## config.mk

```make
export PLATFORM = sky130hd
export DESIGN_NAME = pila_n_flat
export DESIGN_NICKNAME = d
export VERILOG_FILES = /design/src/rtl/pila_n_if.sv /design/src/rtl/pila_n.sv /design/src/flat_wrapper.sv
export SDC_FILE = /design/constraint.sdc
export NUM_CORES = 1
export LEC_CHECK = 0
export ABC_CLOCK_PERIOD_IN_PS = 3300
export BUFFER_PORTS_ARGS = -buffer_cell sky130_fd_sc_hd__buf_4
export CAP_MARGIN = 20
export CORE_ASPECT_RATIO = 0.7
export CORE_MARGIN = 2
export CORE_UTILIZATION = 59
export DETAILED_ROUTE_END_ITERATION = 10
export PLACE_DENSITY = 0.76
export SYNTH_ARGS = -nofsm -noshare
export SYNTH_HDL_FRONTEND = slang
export SYNTH_SLANG_ARGS = --single-unit
```

## constraint.sdc

```tcl
create_clock -name clk -period 3.3 [get_ports clk]
set_clock_uncertainty 0.1 [all_clocks]
set_input_delay 0.33 -clock clk [delete_from_list [all_inputs] [get_ports clk]]
set_output_delay 0.33 -clock clk [all_outputs]
set_load 0.02 [all_outputs]
```

## src/rtl/pila_n_if.sv

```systemverilog
// pila_n_if: request/response bundle between the PC path and the return-address stack.
// The error ports (clr_err, ovf, unf) exist only when PILA_N_ERR_EN is defined.
interface pila_n_if #(
  parameter int WIDTH = 10,
  parameter int DEPTH = 8
);
  localparam int CW = $clog2(DEPTH + 1);

  logic             push;
  logic             pop;
  logic [WIDTH-1:0] inpush;
  logic [WIDTH-1:0] outpop;
  logic [CW-1:0]    count;
  logic             empty;
  logic             full;
`ifdef PILA_N_ERR_EN
  logic             clr_err;
  logic             ovf;
  logic             unf;

  modport master (
    output push, pop, inpush, clr_err,
    input  outpop, count, empty, full, ovf, unf
  );

  modport slave (
    input  push, pop, inpush, clr_err,
    output outpop, count, empty, full, ovf, unf
  );
`else
  modport master (
    output push, pop, inpush,
    input  outpop, count, empty, full
  );

  modport slave (
    input  push, pop, inpush,
    output outpop, count, empty, full
  );
`endif
endinterface

```

## src/rtl/pila_n.sv

```systemverilog
// pila_n: parametrised return-address stack with replace-top and saturating pointer.
// Optional sticky overflow/underflow flags are built when PILA_N_ERR_EN is defined.
module pila_n #(
  parameter int WIDTH = 10,
  parameter int DEPTH = 8
) (
  input  logic     clk,
  input  logic     reset,
  pila_n_if.slave  bus
);
  localparam int AW = $clog2(DEPTH);
  localparam int CW = $clog2(DEPTH + 1);
  localparam logic [CW-1:0] FULL_CNT = CW'(DEPTH);

  logic [WIDTH-1:0] mem [DEPTH];
  logic [CW-1:0]    sp;
  logic [CW-1:0]    sp_nxt;
  logic [CW-1:0]    sp_dec;
  logic [AW-1:0]    top_idx;
  logic [AW-1:0]    wr_idx;
  logic             is_empty;
  logic             is_full;
  logic             do_push;
  logic             do_pop;
  logic             do_repl;
  logic             wr_en;

  // sp equals the occupancy, so all status is a pure decode of it
  assign is_empty = (sp == '0);
  assign is_full  = (sp == FULL_CNT);
  assign sp_dec   = sp - CW'(1);
  assign top_idx  = sp_dec[AW-1:0];

  // Request decode; overflow pushes and underflow pops fall through as no-ops
  always_comb begin
    do_push = 1'b0;
    do_pop  = 1'b0;
    do_repl = 1'b0;
    case ({bus.push, bus.pop})
      2'b10: do_push = !is_full;
      2'b01: do_pop  = !is_empty;
      2'b11: begin
        do_repl = !is_empty;
        do_push = is_empty;
      end
      default: ;
    endcase
  end

  assign wr_en  = do_push | do_repl;
  assign wr_idx = do_repl ? top_idx : sp[AW-1:0];

  // Next pointer; saturation comes from the decode never requesting past 0 or DEPTH
  always_comb begin
    sp_nxt = sp;
    if (do_push)
      sp_nxt = sp + CW'(1);
    else if (do_pop)
      sp_nxt = sp_dec;
  end

  // Stack pointer register
  always_ff @(posedge clk or negedge reset) begin
    if (!reset)
      sp <= '0;
    else
      sp <= sp_nxt;
  end

  // Entry storage is not reset; writes are gated while reset is held
  always_ff @(posedge clk) begin
    if (reset && wr_en)
      mem[wr_idx] <= bus.inpush;
  end

  assign bus.outpop = is_empty ? '0 : mem[top_idx];
  assign bus.count  = sp;
  assign bus.empty  = is_empty;
  assign bus.full   = is_full;

`ifdef PILA_N_ERR_EN
  logic ovf_evt;
  logic unf_evt;
  logic ovf_q;
  logic unf_q;

  assign ovf_evt = bus.push & ~bus.pop & is_full;
  assign unf_evt = bus.pop & ~bus.push & is_empty;

  // Sticky error flags; a same-cycle event takes priority over clr_err
  always_ff @(posedge clk or negedge reset) begin
    if (!reset) begin
      ovf_q <= 1'b0;
      unf_q <= 1'b0;
    end else begin
      if (ovf_evt)
        ovf_q <= 1'b1;
      else if (bus.clr_err)
        ovf_q <= 1'b0;
      if (unf_evt)
        unf_q <= 1'b1;
      else if (bus.clr_err)
        unf_q <= 1'b0;
    end
  end

  assign bus.ovf = ovf_q;
  assign bus.unf = unf_q;
`endif
endmodule

```

## src/flat_wrapper.sv

```systemverilog
// flat-port wrapper written by rule: the top's interface ports become plain ports
module pila_n_flat 
#(
  parameter int WIDTH = 10,
  parameter int DEPTH = 8
)
  (clk, reset, bus_push, bus_pop, bus_inpush, bus_outpop, bus_count, bus_empty, bus_full);
  pila_n_if #(.WIDTH(WIDTH), .DEPTH(DEPTH)) bus_i ();
  input  logic clk;
  input  logic reset;
  input wire logic [$bits(bus_i.push)-1:0] bus_push;
  input wire logic [$bits(bus_i.pop)-1:0] bus_pop;
  input wire logic [$bits(bus_i.inpush)-1:0] bus_inpush;
  output wire logic [$bits(bus_i.outpop)-1:0] bus_outpop;
  output wire logic [$bits(bus_i.count)-1:0] bus_count;
  output wire logic [$bits(bus_i.empty)-1:0] bus_empty;
  output wire logic [$bits(bus_i.full)-1:0] bus_full;
  assign bus_i.push = bus_push;
  assign bus_i.pop = bus_pop;
  assign bus_i.inpush = bus_inpush;
  assign bus_outpop = bus_i.outpop;
  assign bus_count = bus_i.count;
  assign bus_empty = bus_i.empty;
  assign bus_full = bus_i.full;
  pila_n #(.WIDTH(WIDTH), .DEPTH(DEPTH)) u_core (.clk(clk), .reset(reset), .bus(bus_i));
endmodule
```

# --- After elaboration in Yosys (flattened, before gate mapping) ---
# Memory sizes are Yosys's and may differ from the RTL's.
# Index checks and enable logic that the tools add are counted.
totals:
  out_inout_bits: 16
  n_memories: 1
  ramBits: 80
  ff_bits: 4
  wordCells: 23
op_classes:
  n_reduce_logical: 5
  n_addsub: 2
  eq_ne: 4
  n_mux: 9
  n_bitwise: 1
memory_table:
  columns: ["memory", "depth", "word_bits", "rd", "rd_ports_with_merged_regs", "wr", "line_no", "source"]
  rows:
  - ["u_core.mem", 8, 10, 1, 0, 1, "pila_n.sv:15", "logic [WIDTH-1:0] mem [DEPTH];"]
op_table:
  columns: ["operator", "n"]
  rows:
  - ["10-bit 2-to-1 mux", 1]
  - ["4-bit 2-to-1 mux", 2]
  - ["4-bit by 1-bit adder with 4-bit output, second input constant", 1]
  - ["2-bit == test, second input constant", 2]
  - ["4-bit == test, second input constant", 1]
  - ["4-bit zero test", 1]
  - ["1-bit 2-to-1 mux", 4]
  - ["4-bit by 1-bit subtractor with 4-bit output, second input constant", 1]
  - ["3-bit 2-to-1 mux", 1]
  - ["2-bit by 1-bit == test with 1-bit output, second input constant", 1]
  - ["1-bit zero test", 2]
  - ["1-bit one-hot mux with 2 select lines", 1]
  - ["2-bit nonzero test", 1]
  - ["1-bit logical AND", 1]
  - ["1-bit OR", 1]

# --- Logic depth before layout (Yosys ltp) ---
logic_depth:
  depth_word: 7
  depth_mapped: 10
  depth_no_buf: 7

# --- Worst setup path before layout ---
# OpenSTA, ideal clock, no wires.
synth_path:
  kind: "reg2reg"
  start: "register u_core.sp[0], in the netlist u_core.bus.count[0]"
  end: "memory u_core.mem[3][0] (enable)"
  arrival_time_ns: 2.526
  slack_ns: 0.298
  stages_incl_launch_ff: 11
  setup_ns: 0.376
  path_cell_list: "dfrtp_1 > buf_6 > buf_2 > inv_1 > ha_1 > buf_6 > or3b_4 > inv_1 > nor4_1 > a31oi_1 > nor2_1"
synth_via:
  elab_chain_len: 7
synth_lines:
  columns: ["element", "line_no", "source"]
  rows:
  - ["start, declared", "pila_n.sv:16", "logic [CW-1:0] sp;"]
  - ["start signal, assigned", "pila_n.sv:67", "sp <= sp_nxt;"]
  - ["4-bit zero test (*)", "pila_n.sv:29", "assign is_empty = (sp == '0);"]
  - ["via bus_empty", "flat_wrapper.sv:16", "output wire logic [$bits(bus_i.empty)-1:0] bus_empty;"]
  - ["1-bit zero test", "pila_n.sv:43", "do_repl = !is_empty;"]
  - ["1-bit 2-to-1 mux", "pila_n.sv:39", "case ({bus.push, bus.pop})"]
  - ["1-bit OR", "pila_n.sv:50", "assign wr_en = do_push | do_repl;"]
  - ["1-bit logical AND", "pila_n.sv:72", "if (reset && wr_en)"]
  - ["1-bit 2-to-1 mux", "pila_n.sv:72", null]
  - ["1-bit 2-to-1 mux (implied by the code)", "pila_n.sv:73", "mem[wr_idx] <= bus.inpush;"]
  - ["end, declared", "pila_n.sv:15", null]
# The timed path passes the listed nets; every way through them passes the cells marked *.

# --- Worst setup path in the final report ---
layout_path:
  start: "register u_core.sp[1], in the netlist u_core.bus.count[1]"
  end: "output bus_outpop[8]"
layout_via:
  elab_chain_len: 3
layout_lines:
  columns: ["element", "line_no", "source"]
  rows:
  - ["4-bit by 1-bit subtractor with 4-bit output", "pila_n.sv:31", "assign sp_dec = sp - CW'(1);"]
  - ["memory read 8 x 10 bit", null, null]
  - ["10-bit 2-to-1 mux (*)", "pila_n.sv:76", "assign bus.outpop = is_empty ? '0 : mem[top_idx];"]
  - ["end, declared", "flat_wrapper.sv:14", "output wire logic [$bits(bus_i.outpop)-1:0] bus_outpop;"]
# Mark *: on every way between the ends. The rest lies on a longest branch, timed or not.

==> summary.md <==
| Metric | Value |
|---|---|
| Run status | `finished clean` |
| Detail Route Antenna Nets | `0` |
| Final Hold Fails | `0` |
| Syn Area/Cell | `18.4 µm²` |
| Initial Util | `61.3%` |
| Final setup fails | `0` |
| Comb power frac | `47.9%` |
| DR WL/cell | `between 20 and 25 µm` |
| Max Clock Freq | `roughly 0.34 GHz` |
| Boundary pin count | `30` |
| RSZ-0062 raised after global routing | `false` |
| P_int | `0.00259 W` |
| Crit share post-route | `between 80% and 90%` |
| FF-to-FF path depth | `7` |
| Synth warn | `0` |
| Initial DRC Count | `269` |
| Clock root buffer | `clkbuf_8` |
| Setup Buffers After CTS | `0` |
| Initial antenna violation count | `0` |
| Reg power frac | `32.9%` |
| Inserted Diodes | `0` |
| Tightest Hold Check Type | `input port to register` |
| Leakage | `around 1.4 nW` |
| R2r endpoint | `u_core.mem[5][7]$_DFFE_PP_` |
| Clk pwr share | `19.1%` |
| Routed WL | `roughly 6.7 mm` |
| Seq/Total Area, Yosys | `between 70% and 80%` |
| Post-synthesis cell count | `192` |
| Tmin final | `2.94 ns` |
| Vias | `just under 2,000` |
| Design Area, Final | `4090 µm²` |
| Die width | `96.4 µm` |
| Worst Setup SP | `u_core.bus.count[1]$_DFFE_PN0P_` |
| Vias in the first global route | `1,847` |
| Switching pwr | `0.00145 W` |
| CP startpoint kind | `register` |
| Full die area | `6620 µm²` |
| Hold_buf cts | `1` |
| Largest net degree at the start of global routing | `30` |
| CTS clk-pin slew, worst paths | `0.08 ns` |
| Slew @ Worst Pin | `1.01 ns` |
| Share of cells above drive strength 1 | `32.5%` |
| Most common cell after layout, fill and taps aside | `edfxtp_1` |
| Fin Setup TNS | `0 ns` |
| Routability cong. | `just under 1` |
| Reg2reg setup slack | `~0.45 ns` |
| Vias/cell | `6.29` |
| Synthesized net count | `209` |
| CTS tree | `yes` |
| Final Worst Setup Slack | `0.359 ns` |
| HPWL after DPL | `approximately 4.5 mm` |
| Synth unique cells | `37` |
| Dpl cells | `294` |
| Clk sinks | `84` |
| Final Max Tran Viols | `0` |
| P&R area growth vs syn | `15.9%` |
| Non-filler cells in the finished layout | `312` |
| Area of placed instances | `3850 µm²` |
| TritonCTS Buffers | `9` |
| CP Class | `register to primary output` |
| First-pass GRT wire length | `10.2 mm` |
| Worst Path Arrival | `2.51 ns` |
| Mapped Area | `3530 µm²` |
| Critical Path Sink | `bus_outpop[8]` |
| Commonest non-fill, non-tap cells in the layout | `edfxtp_1 (80), buf_4 (37), mux4_2 (20)` |
| Peak supply drop | `around 0.60 mV` |
| Setup WS pre-CTS | `about 0.35 ns` |
| Pwr Density | `989 nW/µm²` |
| Sw Ratio | `35.9%` |
| GRT overflow | `0` |
| First drt pass iteration count | `5` |
| Final hold slack | `about 0.10 ns` |
| Core area | `around 5800 µm²` |
| Nets | `249` |
| GRT Overall Usage | `22.8%` |
| Core Rows | `23` |
| Clk_lat worst skew | `0.35 ns` |
| Max-cap viol count | `0` |
| IO buf count | `29` |
| Fillcell total | `364` |
| Max FO, Critical Path | `11` |
| Crit path capture type | `primary output` |
| CTS max path bufs | `2` |
| H-tree Lvls | `3` |
| RR Startpoint | `u_core.bus.count[1]$_DFFE_PN0P_` |
| Relative slew slack | `32.6%` |
| Die span in y | `slightly below 70 µm` |
| WHS Path Cells | `1` |
| CP required | `~2.9 ns` |
| Post-CTS Resized | `0` |
| #FFs+latches synth | `84` |
| DRC Markers | `0` |
==> power by group through the flow <==
stage | Combinational [W] | Clock [W] | Sequential, W
global route | 0.00208 | 0.000830 | 0.00134
floorplan | 0.00131 | 0 | 0.00136
detailed placement | 0.00194 | 0 | 0.00135
CTS | 0.00195 | 0.000788 | 0.00133
finish | 0.00194 | 0.000773 | 0.00133
global placement | 0.00189 | 0 | 0.00135
==> layer usage <==
| layer | global-route usage (%) | wire, µm | up-vias |
|---|---|---|---|
| li1 | - | - | 871 |
| met1 | 31.4 | 2860 | 988 |
| met2 | 34.8 | 3180 | 93 |
| met3 | 8.04 | 592 | 12 |
| met4 | 7.22 | 87 | 0 |
| met5 | 0 | 0 | - |
==> worst max-delay path, stage by stage, from the launching register on <==
cell     delay, ns
dfrtp_1       0.51
inv_1         0.13
ha_1          0.21
buf_4         0.17
xnor2_1       0.12
buf_4         0.19
nor2_2        0.43
a22o_1        0.25
buf_4         0.15
==> how the worst min path moves through the flow <==
stage,end,startpoint,slack (ns)
floorplan,u_core.bus.count[0]$_DFFE_PN0P_,reset,-0.07
global placement,u_core.bus.count[0]$_DFFE_PN0P_,reset,0.04
detailed placement,u_core.bus.count[0]$_DFFE_PN0P_,reset,0.04
CTS,u_core.mem[5][3]$_DFFE_PP_,bus_inpush[3],0.09
global route,u_core.mem[0][2]$_DFFE_PP_,bus_inpush[2],0.09
finish,u_core.mem[7][2]$_DFFE_PP_,bus_inpush[2],0.10
==> cell type report <==
| cell class | count | area [µm²] | share of cell area [%] |
|---|---|---|---|
| Tap cell | 75 | 93.8 | 2.30 |
| Clock inverter | 6 | 88.8 | 2.17 |
| Multi-Input combinational cell | 90 | 931 | 22.8 |
| Clock buffer | 10 | 128 | 3.12 |
| Timing Repair Buffer | 41 | 322 | 7.87 |
| Sequential cell | 84 | 2500 | 61.2 |
| Inverter | 6 | 22.5 | 0.551 |
==> cell usage after synthesis (all sizes together) <==
cell	number	area, µm²
a2111oi	2	17.5
a21boi	1	7.51
a21oi	5	28.8
a221o	1	10.0
a22o	10	87.6
a311o	1	10.0
a311oi	1	8.76
a31oi	5	31.3
and2b	1	7.51
and3	1	6.26
buf	9	61.3
clkbuf	3	11.3
dfrtp	4	100
edfxtp	80	2400
ha	3	37.5
inv	6	22.5
mux2i	1	10.0
mux4	20	450
nand2	3	11.3
nand2b	1	6.26
nand3	5	25.0
nand4	1	6.26
nor2	12	47.6
nor2b	3	18.8
nor3b	1	7.51
nor4	4	25.0
o221ai	1	8.76
o22ai	1	6.26
o311a	1	10.0
or2b	1	7.51
or3b	1	11.3
xnor2	2	17.5
xor2	1	8.76
==> sequential cells by signal, summed over array words and instances (netlist names) <==
signal	flops
u_core.mem	80
u_core.bus.count	4
==> through the flow <==
step | power [W] | utilization [%]
after floorplan | 0.00266 | -
after global placement | 0.00323 | 66.5
after detailed placement | 0.00329 | 66.9
after CTS | 0.00407 | 70.8
after global routing | 0.00425 | 71.0
final | 0.00404 | 71.0
==> logic make-up (layout without fill, tap and decap cells) <==
group                      Yosys count  after routing  share of synthesized area, %
and+or+nand+nor                     34             34                          5.11
AOI/OAI and AO/OA                   29             29                          6.42
DFF                                 84             84                          70.9
adders and majority gates            3              3                          1.06
buffers and inverters               18             63                          2.70
xor gates and xnor gates             3              3                         0.745
muxes                               21             21                          13.0
No activity file was read; power rests on OpenSTA's default activity.
